<file path="src/rtl/multicycle_control_unit_if.sv">
// Control-unit bundle: opcode/memory handshake in, datapath controls out.
// The master modport is the control unit, the slave modport is the datapath side.
interface multicycle_control_unit_if #(
    parameter int OPCODE_W = 6,
    parameter int ALUOP_W  = 2,
    parameter int STATE_W  = 4
);
    // From the instruction register and the shared memory
    logic [OPCODE_W-1:0] opcode;
    logic                mem_ready;

    // Datapath controls
    logic                pc_write;
    logic                branch;
    logic                i_or_d;
    logic                mem_read;
    logic                mem_write;
    logic                ir_write;
    logic                mem_to_reg;
    logic                reg_dst;
    logic                reg_write;
    logic                alu_src_a;
    logic [1:0]          alu_src_b;
    logic [ALUOP_W-1:0]  alu_op;
    logic [1:0]          pc_src;

    // Status and debug
    logic                illegal_op;
    logic                mem_timeout;
    logic [STATE_W-1:0]  state;

    modport master (
        input  opcode, mem_ready,
        output pc_write, branch, i_or_d, mem_read, mem_write, ir_write,
               mem_to_reg, reg_dst, reg_write, alu_src_a, alu_src_b,
               alu_op, pc_src, illegal_op, mem_timeout, state
    );

    modport slave (
        output opcode, mem_ready,
        input  pc_write, branch, i_or_d, mem_read, mem_write, ir_write,
               mem_to_reg, reg_dst, reg_write, alu_src_a, alu_src_b,
               alu_op, pc_src, illegal_op, mem_timeout, state
    );
endinterface

</file>
<file path="src/rtl/multicycle_control_unit.sv">
// Multicycle MIPS control unit: sequences fetch/decode/execute/memory/writeback,
// drives datapath selects per state and bounds every memory wait with a timeout.
// Optional feature macro: MCU_JUMP_EN (adds the j instruction and the JUMP state;
// without it opcode 000010 is reported as illegal).
module multicycle_control_unit #(
    parameter int OPCODE_W = 6,
    parameter int ALUOP_W  = 2,
    parameter int STATE_W  = 4,
    parameter int WAIT_MAX = 15
) (
    input logic                      clk,
    input logic                      rst_n,
    multicycle_control_unit_if.master bus
);

    localparam int CNT_W = $clog2(WAIT_MAX + 1);

    localparam logic [OPCODE_W-1:0] OP_RTYPE = OPCODE_W'(6'b000000);
    localparam logic [OPCODE_W-1:0] OP_LW    = OPCODE_W'(6'b100011);
    localparam logic [OPCODE_W-1:0] OP_SW    = OPCODE_W'(6'b101011);
    localparam logic [OPCODE_W-1:0] OP_BEQ   = OPCODE_W'(6'b000100);
    localparam logic [OPCODE_W-1:0] OP_ADDI  = OPCODE_W'(6'b001000);
`ifdef MCU_JUMP_EN
    localparam logic [OPCODE_W-1:0] OP_J     = OPCODE_W'(6'b000010);
`endif

    localparam logic [ALUOP_W-1:0] ALU_ADD   = ALUOP_W'(0);
    localparam logic [ALUOP_W-1:0] ALU_SUB   = ALUOP_W'(1);
    localparam logic [ALUOP_W-1:0] ALU_FUNCT = ALUOP_W'(2);

    localparam logic [1:0] SRCB_REG   = 2'b00;
    localparam logic [1:0] SRCB_FOUR  = 2'b01;
    localparam logic [1:0] SRCB_IMM   = 2'b10;
    localparam logic [1:0] SRCB_IMMSH = 2'b11;

    localparam logic [1:0] PCSRC_ALU    = 2'b00;
    localparam logic [1:0] PCSRC_ALUOUT = 2'b01;
`ifdef MCU_JUMP_EN
    localparam logic [1:0] PCSRC_JUMP   = 2'b10;
`endif

    typedef enum logic [STATE_W-1:0] {
        S_FETCH  = STATE_W'(0),
        S_DECODE = STATE_W'(1),
        S_MEMADR = STATE_W'(2),
        S_MEMRD  = STATE_W'(3),
        S_MEMWB  = STATE_W'(4),
        S_MEMWR  = STATE_W'(5),
        S_EXEC   = STATE_W'(6),
        S_ALUWB  = STATE_W'(7),
        S_BRANCH = STATE_W'(8),
        S_ADDIEX = STATE_W'(9),
        S_ADDIWB = STATE_W'(10),
        S_JUMP   = STATE_W'(11)
    } state_e;

    typedef struct packed {
        logic               pc_write;
        logic               branch;
        logic               i_or_d;
        logic               mem_read;
        logic               mem_write;
        logic               ir_write;
        logic               mem_to_reg;
        logic               reg_dst;
        logic               reg_write;
        logic               alu_src_a;
        logic [1:0]         alu_src_b;
        logic [ALUOP_W-1:0] alu_op;
        logic [1:0]         pc_src;
    } ctrl_t;

    state_e             state_q, state_d;
    logic [CNT_W-1:0]   wait_q, wait_d;
    logic               illegal_op_q, illegal_op_d;
    logic               mem_timeout_q, mem_timeout_d;
    ctrl_t              ctrl;
    ctrl_t              ctrl_gated;
    logic               in_mem_state;
    logic               wait_expired;

    // Memory-handshake states are the only ones that may stall or time out
    assign in_mem_state = (state_q == S_FETCH) || (state_q == S_MEMRD) ||
                          (state_q == S_MEMWR);
    assign wait_expired = (wait_q == CNT_W'(WAIT_MAX));

    // State register, wait counter and registered status pulses
    always_ff @(posedge clk or negedge rst_n) begin
        if (!rst_n) begin
            state_q       <= S_FETCH;
            wait_q        <= '0;
            illegal_op_q  <= 1'b0;
            mem_timeout_q <= 1'b0;
        end else begin
            // NOTE: non-blocking assignments so every register samples the
            // pre-edge values, independent of statement order.
            state_q       <= state_d;
            wait_q        <= wait_d;
            illegal_op_q  <= illegal_op_d;
            mem_timeout_q <= mem_timeout_d;
        end
    end

    // Next-state logic and Moore decode of the datapath controls
    always_comb begin
        // NOTE: every output of this block gets a default first, so no path
        // through the case leaves a value held (no latch is inferred).
        state_d       = state_q;
        wait_d        = '0;
        illegal_op_d  = 1'b0;
        mem_timeout_d = 1'b0;
        ctrl          = '0;

        case (state_q)
            S_FETCH: begin
                ctrl.mem_read  = 1'b1;
                ctrl.i_or_d    = 1'b0;
                ctrl.alu_src_a = 1'b0;
                ctrl.alu_src_b = SRCB_FOUR;
                ctrl.alu_op    = ALU_ADD;
                ctrl.pc_src    = PCSRC_ALU;
                // PC+4 and IR load only on the cycle the instruction arrives
                ctrl.ir_write  = bus.mem_ready;
                ctrl.pc_write  = bus.mem_ready;
                if (bus.mem_ready) begin
                    state_d = S_DECODE;
                end
            end
            S_DECODE: begin
                // Branch target precompute: PC + (imm << 2)
                ctrl.alu_src_a = 1'b0;
                ctrl.alu_src_b = SRCB_IMMSH;
                ctrl.alu_op    = ALU_ADD;
                case (bus.opcode)
                    OP_RTYPE:      state_d = S_EXEC;
                    OP_LW, OP_SW:  state_d = S_MEMADR;
                    OP_BEQ:        state_d = S_BRANCH;
                    OP_ADDI:       state_d = S_ADDIEX;
`ifdef MCU_JUMP_EN
                    OP_J:          state_d = S_JUMP;
`endif
                    default: begin
                        state_d      = S_FETCH;
                        illegal_op_d = 1'b1;
                    end
                endcase
            end
            S_MEMADR: begin
                ctrl.alu_src_a = 1'b1;
                ctrl.alu_src_b = SRCB_IMM;
                ctrl.alu_op    = ALU_ADD;
                // IR holds the opcode, so it still selects load vs store here
                if (bus.opcode == OP_LW) begin
                    state_d = S_MEMRD;
                end else if (bus.opcode == OP_SW) begin
                    state_d = S_MEMWR;
                end else begin
                    state_d = S_FETCH;
                end
            end
            S_MEMRD: begin
                ctrl.mem_read = 1'b1;
                ctrl.i_or_d   = 1'b1;
                if (bus.mem_ready) begin
                    state_d = S_MEMWB;
                end
            end
            S_MEMWB: begin
                ctrl.reg_write  = 1'b1;
                ctrl.mem_to_reg = 1'b1;
                ctrl.reg_dst    = 1'b0;
                state_d         = S_FETCH;
            end
            S_MEMWR: begin
                ctrl.mem_write = 1'b1;
                ctrl.i_or_d    = 1'b1;
                if (bus.mem_ready) begin
                    state_d = S_FETCH;
                end
            end
            S_EXEC: begin
                ctrl.alu_src_a = 1'b1;
                ctrl.alu_src_b = SRCB_REG;
                ctrl.alu_op    = ALU_FUNCT;
                state_d        = S_ALUWB;
            end
            S_ALUWB: begin
                ctrl.reg_write = 1'b1;
                ctrl.reg_dst   = 1'b1;
                state_d        = S_FETCH;
            end
            S_BRANCH: begin
                ctrl.branch    = 1'b1;
                ctrl.alu_src_a = 1'b1;
                ctrl.alu_src_b = SRCB_REG;
                ctrl.alu_op    = ALU_SUB;
                ctrl.pc_src    = PCSRC_ALUOUT;
                state_d        = S_FETCH;
            end
            S_ADDIEX: begin
                ctrl.alu_src_a = 1'b1;
                ctrl.alu_src_b = SRCB_IMM;
                ctrl.alu_op    = ALU_ADD;
                state_d        = S_ADDIWB;
            end
            S_ADDIWB: begin
                ctrl.reg_write = 1'b1;
                ctrl.reg_dst   = 1'b0;
                state_d        = S_FETCH;
            end
`ifdef MCU_JUMP_EN
            S_JUMP: begin
                ctrl.pc_write = 1'b1;
                ctrl.pc_src   = PCSRC_JUMP;
                state_d       = S_FETCH;
            end
`endif
            default: begin
                // Unused encodings recover to FETCH with all controls idle
                state_d = S_FETCH;
            end
        endcase

        // Stall accounting: a state change leaves wait_d at its cleared default
        if (in_mem_state && !bus.mem_ready) begin
            if (wait_expired) begin
                state_d       = S_FETCH;
                mem_timeout_d = 1'b1;
            end else begin
                wait_d = wait_q + CNT_W'(1);
            end
        end
    end

    // Controls are forced idle for as long as reset is held, not just after the edge
    assign ctrl_gated = rst_n ? ctrl : '0;

    assign bus.pc_write    = ctrl_gated.pc_write;
    assign bus.branch      = ctrl_gated.branch;
    assign bus.i_or_d      = ctrl_gated.i_or_d;
    assign bus.mem_read    = ctrl_gated.mem_read;
    assign bus.mem_write   = ctrl_gated.mem_write;
    assign bus.ir_write    = ctrl_gated.ir_write;
    assign bus.mem_to_reg  = ctrl_gated.mem_to_reg;
    assign bus.reg_dst     = ctrl_gated.reg_dst;
    assign bus.reg_write   = ctrl_gated.reg_write;
    assign bus.alu_src_a   = ctrl_gated.alu_src_a;
    assign bus.alu_src_b   = ctrl_gated.alu_src_b;
    assign bus.alu_op      = ctrl_gated.alu_op;
    assign bus.pc_src      = ctrl_gated.pc_src;
    assign bus.illegal_op  = illegal_op_q;
    assign bus.mem_timeout = mem_timeout_q;
    assign bus.state       = state_q;

endmodule
</file>
<file path="src/flat_wrapper.sv">
// flat-port wrapper written by rule: the top's interface ports become plain ports
module multicycle_control_unit_flat 
#(
    parameter int OPCODE_W = 6,
    parameter int ALUOP_W  = 2,
    parameter int STATE_W  = 4,
    parameter int WAIT_MAX = 15
)
  (clk, rst_n, bus_opcode, bus_mem_ready, bus_pc_write, bus_branch, bus_i_or_d, bus_mem_read, bus_mem_write, bus_ir_write, bus_mem_to_reg, bus_reg_dst, bus_reg_write, bus_alu_src_a, bus_alu_src_b, bus_alu_op, bus_pc_src, bus_illegal_op, bus_mem_timeout, bus_state);
  multicycle_control_unit_if #(.OPCODE_W(OPCODE_W), .ALUOP_W(ALUOP_W), .STATE_W(STATE_W)) bus_i ();
  input logic clk;
  input logic rst_n;
  input wire logic [$bits(bus_i.opcode)-1:0] bus_opcode;
  input wire logic [$bits(bus_i.mem_ready)-1:0] bus_mem_ready;
  output wire logic [$bits(bus_i.pc_write)-1:0] bus_pc_write;
  output wire logic [$bits(bus_i.branch)-1:0] bus_branch;
  output wire logic [$bits(bus_i.i_or_d)-1:0] bus_i_or_d;
  output wire logic [$bits(bus_i.mem_read)-1:0] bus_mem_read;
  output wire logic [$bits(bus_i.mem_write)-1:0] bus_mem_write;
  output wire logic [$bits(bus_i.ir_write)-1:0] bus_ir_write;
  output wire logic [$bits(bus_i.mem_to_reg)-1:0] bus_mem_to_reg;
  output wire logic [$bits(bus_i.reg_dst)-1:0] bus_reg_dst;
  output wire logic [$bits(bus_i.reg_write)-1:0] bus_reg_write;
  output wire logic [$bits(bus_i.alu_src_a)-1:0] bus_alu_src_a;
  output wire logic [$bits(bus_i.alu_src_b)-1:0] bus_alu_src_b;
  output wire logic [$bits(bus_i.alu_op)-1:0] bus_alu_op;
  output wire logic [$bits(bus_i.pc_src)-1:0] bus_pc_src;
  output wire logic [$bits(bus_i.illegal_op)-1:0] bus_illegal_op;
  output wire logic [$bits(bus_i.mem_timeout)-1:0] bus_mem_timeout;
  output wire logic [$bits(bus_i.state)-1:0] bus_state;
  assign bus_i.opcode = bus_opcode;
  assign bus_i.mem_ready = bus_mem_ready;
  assign bus_pc_write = bus_i.pc_write;
  assign bus_branch = bus_i.branch;
  assign bus_i_or_d = bus_i.i_or_d;
  assign bus_mem_read = bus_i.mem_read;
  assign bus_mem_write = bus_i.mem_write;
  assign bus_ir_write = bus_i.ir_write;
  assign bus_mem_to_reg = bus_i.mem_to_reg;
  assign bus_reg_dst = bus_i.reg_dst;
  assign bus_reg_write = bus_i.reg_write;
  assign bus_alu_src_a = bus_i.alu_src_a;
  assign bus_alu_src_b = bus_i.alu_src_b;
  assign bus_alu_op = bus_i.alu_op;
  assign bus_pc_src = bus_i.pc_src;
  assign bus_illegal_op = bus_i.illegal_op;
  assign bus_mem_timeout = bus_i.mem_timeout;
  assign bus_state = bus_i.state;
  multicycle_control_unit #(.OPCODE_W(OPCODE_W), .ALUOP_W(ALUOP_W), .STATE_W(STATE_W), .WAIT_MAX(WAIT_MAX)) u_core (.clk(clk), .rst_n(rst_n), .bus(bus_i));
endmodule
</file>
<file path="config.mk">
export PLATFORM = sky130hd
export DESIGN_NAME = multicycle_control_unit_flat
export DESIGN_NICKNAME = d
export VERILOG_FILES = /design/src/rtl/multicycle_control_unit_if.sv /design/src/rtl/multicycle_control_unit.sv /design/src/flat_wrapper.sv
export SDC_FILE = /design/constraint.sdc
export NUM_CORES = 1
export LEC_CHECK = 0
export ABC_CLOCK_PERIOD_IN_PS = 1970
export CAP_MARGIN = 30
export CORE_ASPECT_RATIO = 0.7
export CORE_MARGIN = 2
export CORE_UTILIZATION = 35
export CTS_CLUSTER_SIZE = 30
export DETAILED_ROUTE_END_ITERATION = 16
export GPL_ROUTABILITY_DRIVEN = 0
export PLACE_DENSITY = 0.76
export SYNTH_ARGS = -nofsm -noshare
export SYNTH_HDL_FRONTEND = slang
export SYNTH_SLANG_ARGS = --single-unit
</file>
<file path="constraint.sdc">
create_clock -name clk -period 1.97 [get_ports clk]
set_input_delay 0.2955 -clock clk [delete_from_list [all_inputs] [get_ports clk]]
set_output_delay 0.2955 -clock clk [all_outputs]
set_load 0.005 [all_outputs]
</file>
==> metrics.md <==
| Metric | Value |
|---|---|
| Status | complete, no violations |
| Final WL | 2280 um |
| Total grt overflow | 0 |
| Largest net degree at the start of global routing | 13 |
| Post-Syn Nets | 114 |
| Pwr/cell area | 451 nW/um2 |
| CTS tree | yes |
| Num CTS Buffers | 3 |
| DRC errors left | 0 |
| Worst path required time | 1.67 ns |
| Via count | 912 |
| Worst skew pair latency | 0.27 ns |
| YS warnings | 0 |
| Setup TNS | 0 ns |
| CP max stage cell | dfrtp_2 |
| Clk sink count | 10 |
| GR Util met3 | 0.0474 |
| Die Wd | 62.6 um |
| Max cap viols | 0 |
| Routed Antenna Nets | 0 |
| Register area | 254 um2 |
| All-Layer GR Usage | 0.163 |
| Multi-input gate area | 584 um2 |
| HP Class | in2async |
| Final Hold Fails | 0 |
| Core area | 2210 um2 |
| Synth Flop Type | dfrtp_1 |
| Synth top area cells | dfrtp_1, nor2_1, nand2b_1 |
| Final layout net count | 162 |
| Cell family with most CP delay | flip-flops |
| Clock Tree Buf Depth | 2 |
| Area after DPL | 1250 um2 |
| DR pass1 iterations | 4 |
| FMAX | 522 MHz |
| Share of post-route cells with drive strength above 1 | 0.291 |
| Port buffer count | 29 |
| Synth unique cells | 37 |
| GRT met1 Usage | 0.196 |
| Tmin final | 1.92 ns |
| HPWL after detailed placement | 1760 um |
| Netlist Area Pre-Place | 841 um2 |
| Critical Path Start Type | flop |
| Mapped Cells | 104 |
| Vias in the first global route | 803 |
| Crit-path max cell delay | 0.45 ns |
| Setup Viol. Count Final | 0 |
| Std cell rows | 14 |
| Area delta synth->final | 65.8% |
| Worst Path Class, Setup | reg2out |
| CP arrival | 1.62 ns |
| Register area share after synthesis | 0.298 |
| Die area | 2820 um2 |
| Pleak | 0.698 nW |
| WL/cell | 12.5 um |
| Via-per-instance ratio | 4.98 |
| Slew Limit Fails | 0 |
| Cell accounting for the most synthesized area | dfrtp_1 |
| Post-route cell area | 1390 um2 |
| Synth Area per Inst | 8.08 um2 |
| Ant. Diodes | 0 |
| Die Height | 45.0 um |
| GRT met2 Usage | 0.297 |
| PnR Total Power | 0.000629 W |
| DRT iter0 DRCs | 36 |
| Buf/Inv on CP | 2 |
| Worst Setup End Kind | output port |
| Final-layout fill cell count | 202 |
| Async set or reset register ratio after synthesis | 1.00 |
| CTS root buffer | clkbuf_4 |
| CP cell instances | buf_4 -> nor2b_4 -> mux2_2 -> a22oi_1 -> nor2b_1 -> dlymetal6s2s_1 |
| Global-route wire length before repair | 3510 um |
| Share of the synthesized area in the top cell type | 0.298 |
| Crit-path max FO | 4 |
| CTS H-Tree Depth | 1 |
| Peak VDD IR | 192 uV |
| Initial Util | 0.381 |
| Worst-path clk slew | 0.08 ns |
| Post-synth EDFFs | 0 |
| Register bit total from synthesis | 10 |
| Grt peak-use layer | met2 |
| Unrepaired setup endpoints after global routing | yes |
| Final period utilization | 0.972 |
| Initial antenna violation count | 0 |
| Skew final | 0.00163 ns |
| Io pins | 31 |
==> layout by cell type (no fill, tap or decap), types with 4 or more instances in the layout <==
master,netlist,final
and3_1,4,4
nor2_1,15,12
a21oi_1,7,6
nand2_1,5,4
dlymetal6s2s_1,0,7
nand2b_1,7,6
buf_4,4,19
nor3_1,8,7
dlygate4sd2_1,0,5
dfrtp_1,10,7
xnor2_1,4,4
clkdlybuf4s50_1,0,15
==> where the power goes <==
| part | switching, W | leakage, nW | total (W) | internal (W) |
|---|---|---|---|---|
| registers | 0.0000103 | 0.131 | 0.000228 | 0.000218 |
| logic | 0.0000925 | 0.546 | 0.000205 | 0.000113 |
| clock network | 0.0000833 | 0.0210 | 0.000196 | 0.000112 |
==> sequential cells by signal, indices dropped and copies added (netlist names) <==
name,flops
u_core.bus.illegal_op,1
u_core.bus.mem_timeout,1
u_core.bus.state,4
u_core.wait_q,4
==> worst paths after layout <==
path                                     startpoint                endpoint  slack [ns]  cells past startpoint
worst max-delay path            u_core.bus.state[3]           bus_reg_write        0.05                      6
worst min-delay path                          rst_n     u_core.bus.state[2]        0.09                      3
worst max register to register  u_core.bus.state[2]     u_core.bus.state[1]        0.20                      5
worst min register to register     u_core.wait_q[0]        u_core.wait_q[0]        0.48                      1
max in group asynchronous                     rst_n  u_core.bus.mem_timeout        1.35                      3
min in group clk                   u_core.wait_q[0]        u_core.wait_q[0]        0.48                      1
==> layer usage <==
| layer | vias to the layer above | part of all wire |
|---|---|---|
| met1 | 427 | 0.47 |
| met5 | - | 0 |
| met2 | 30 | 0.49 |
| met3 | 0 | 0.046 |
| met4 | 0 | 0 |
| li1 | 455 | - |
==> cell families after synthesis <==
kind of cell | Yosys count | share of synthesized area
AND/OR/NAND/NOR | 58 | 0.387
AO/OA/AOI/OAI | 19 | 0.168
flip-flops | 10 | 0.298
buffers and inverters | 9 | 0.0625
XOR/XNOR | 5 | 0.0521
adder cells (fa/ha/maj) | 1 | 0.0149
other | 1 | 0.00446
multiplexers | 1 | 0.0134
==> what timing repair did <==
action                                  CTS  global route
hold buffers                              0             1
pin swaps                                 0             1
setup buffers                             3             2
endpoints found under the setup margin   15            10
hold endpoints to repair                  0             1
gates resized for setup                  17            21
==> synthesized netlist by cell type (all sizes together) (2+ instances only) <==
master  count
nor2       15
dfrtp      10
nand2       5
xnor2       4
nor2b       5
a21boi      2
o21bai      2
a21oi       7
nor3        9
and3        4
nand2b      7
nand3       3
nand3b      3
buf         7
==> layout make-up <==
cell class	count	area share
Multi-Input combinational cell	85	0.419
Inverter	1	0.00269
Tap cell	32	0.0287
Timing Repair Buffer	51	0.341
Clock buffer	4	0.0260
Sequential cell	10	0.182
==> stage by stage <==
| stage | hold WS, ns | std cells | setup slack [ns] | util |
|---|---|---|---|---|
| after floorplan | -0.0000911 | 104 | 0.446 | - |
| after global routing | 0.0922 | 183 | -0.0425 | 0.632 |
| after detailed placement | 0.460 | 173 | -0.113 | 0.569 |
| after global placement | 0.444 | 173 | -0.0813 | 0.569 |
| after CTS | 0.348 | 180 | -0.150 | 0.599 |
| final | 0.0886 | 183 | 0.0546 | 0.632 |
==> worst register-to-register path, cell delays in order (launching register included) <==
cell and delay (ns):
dfrtp_2 0.46, buf_4 0.19, or3b_1 0.41, o2bb2a_4 0.26
o22ai_2 0.24, a21oi_1 0.08
Power figures use the tool's default switching activity.
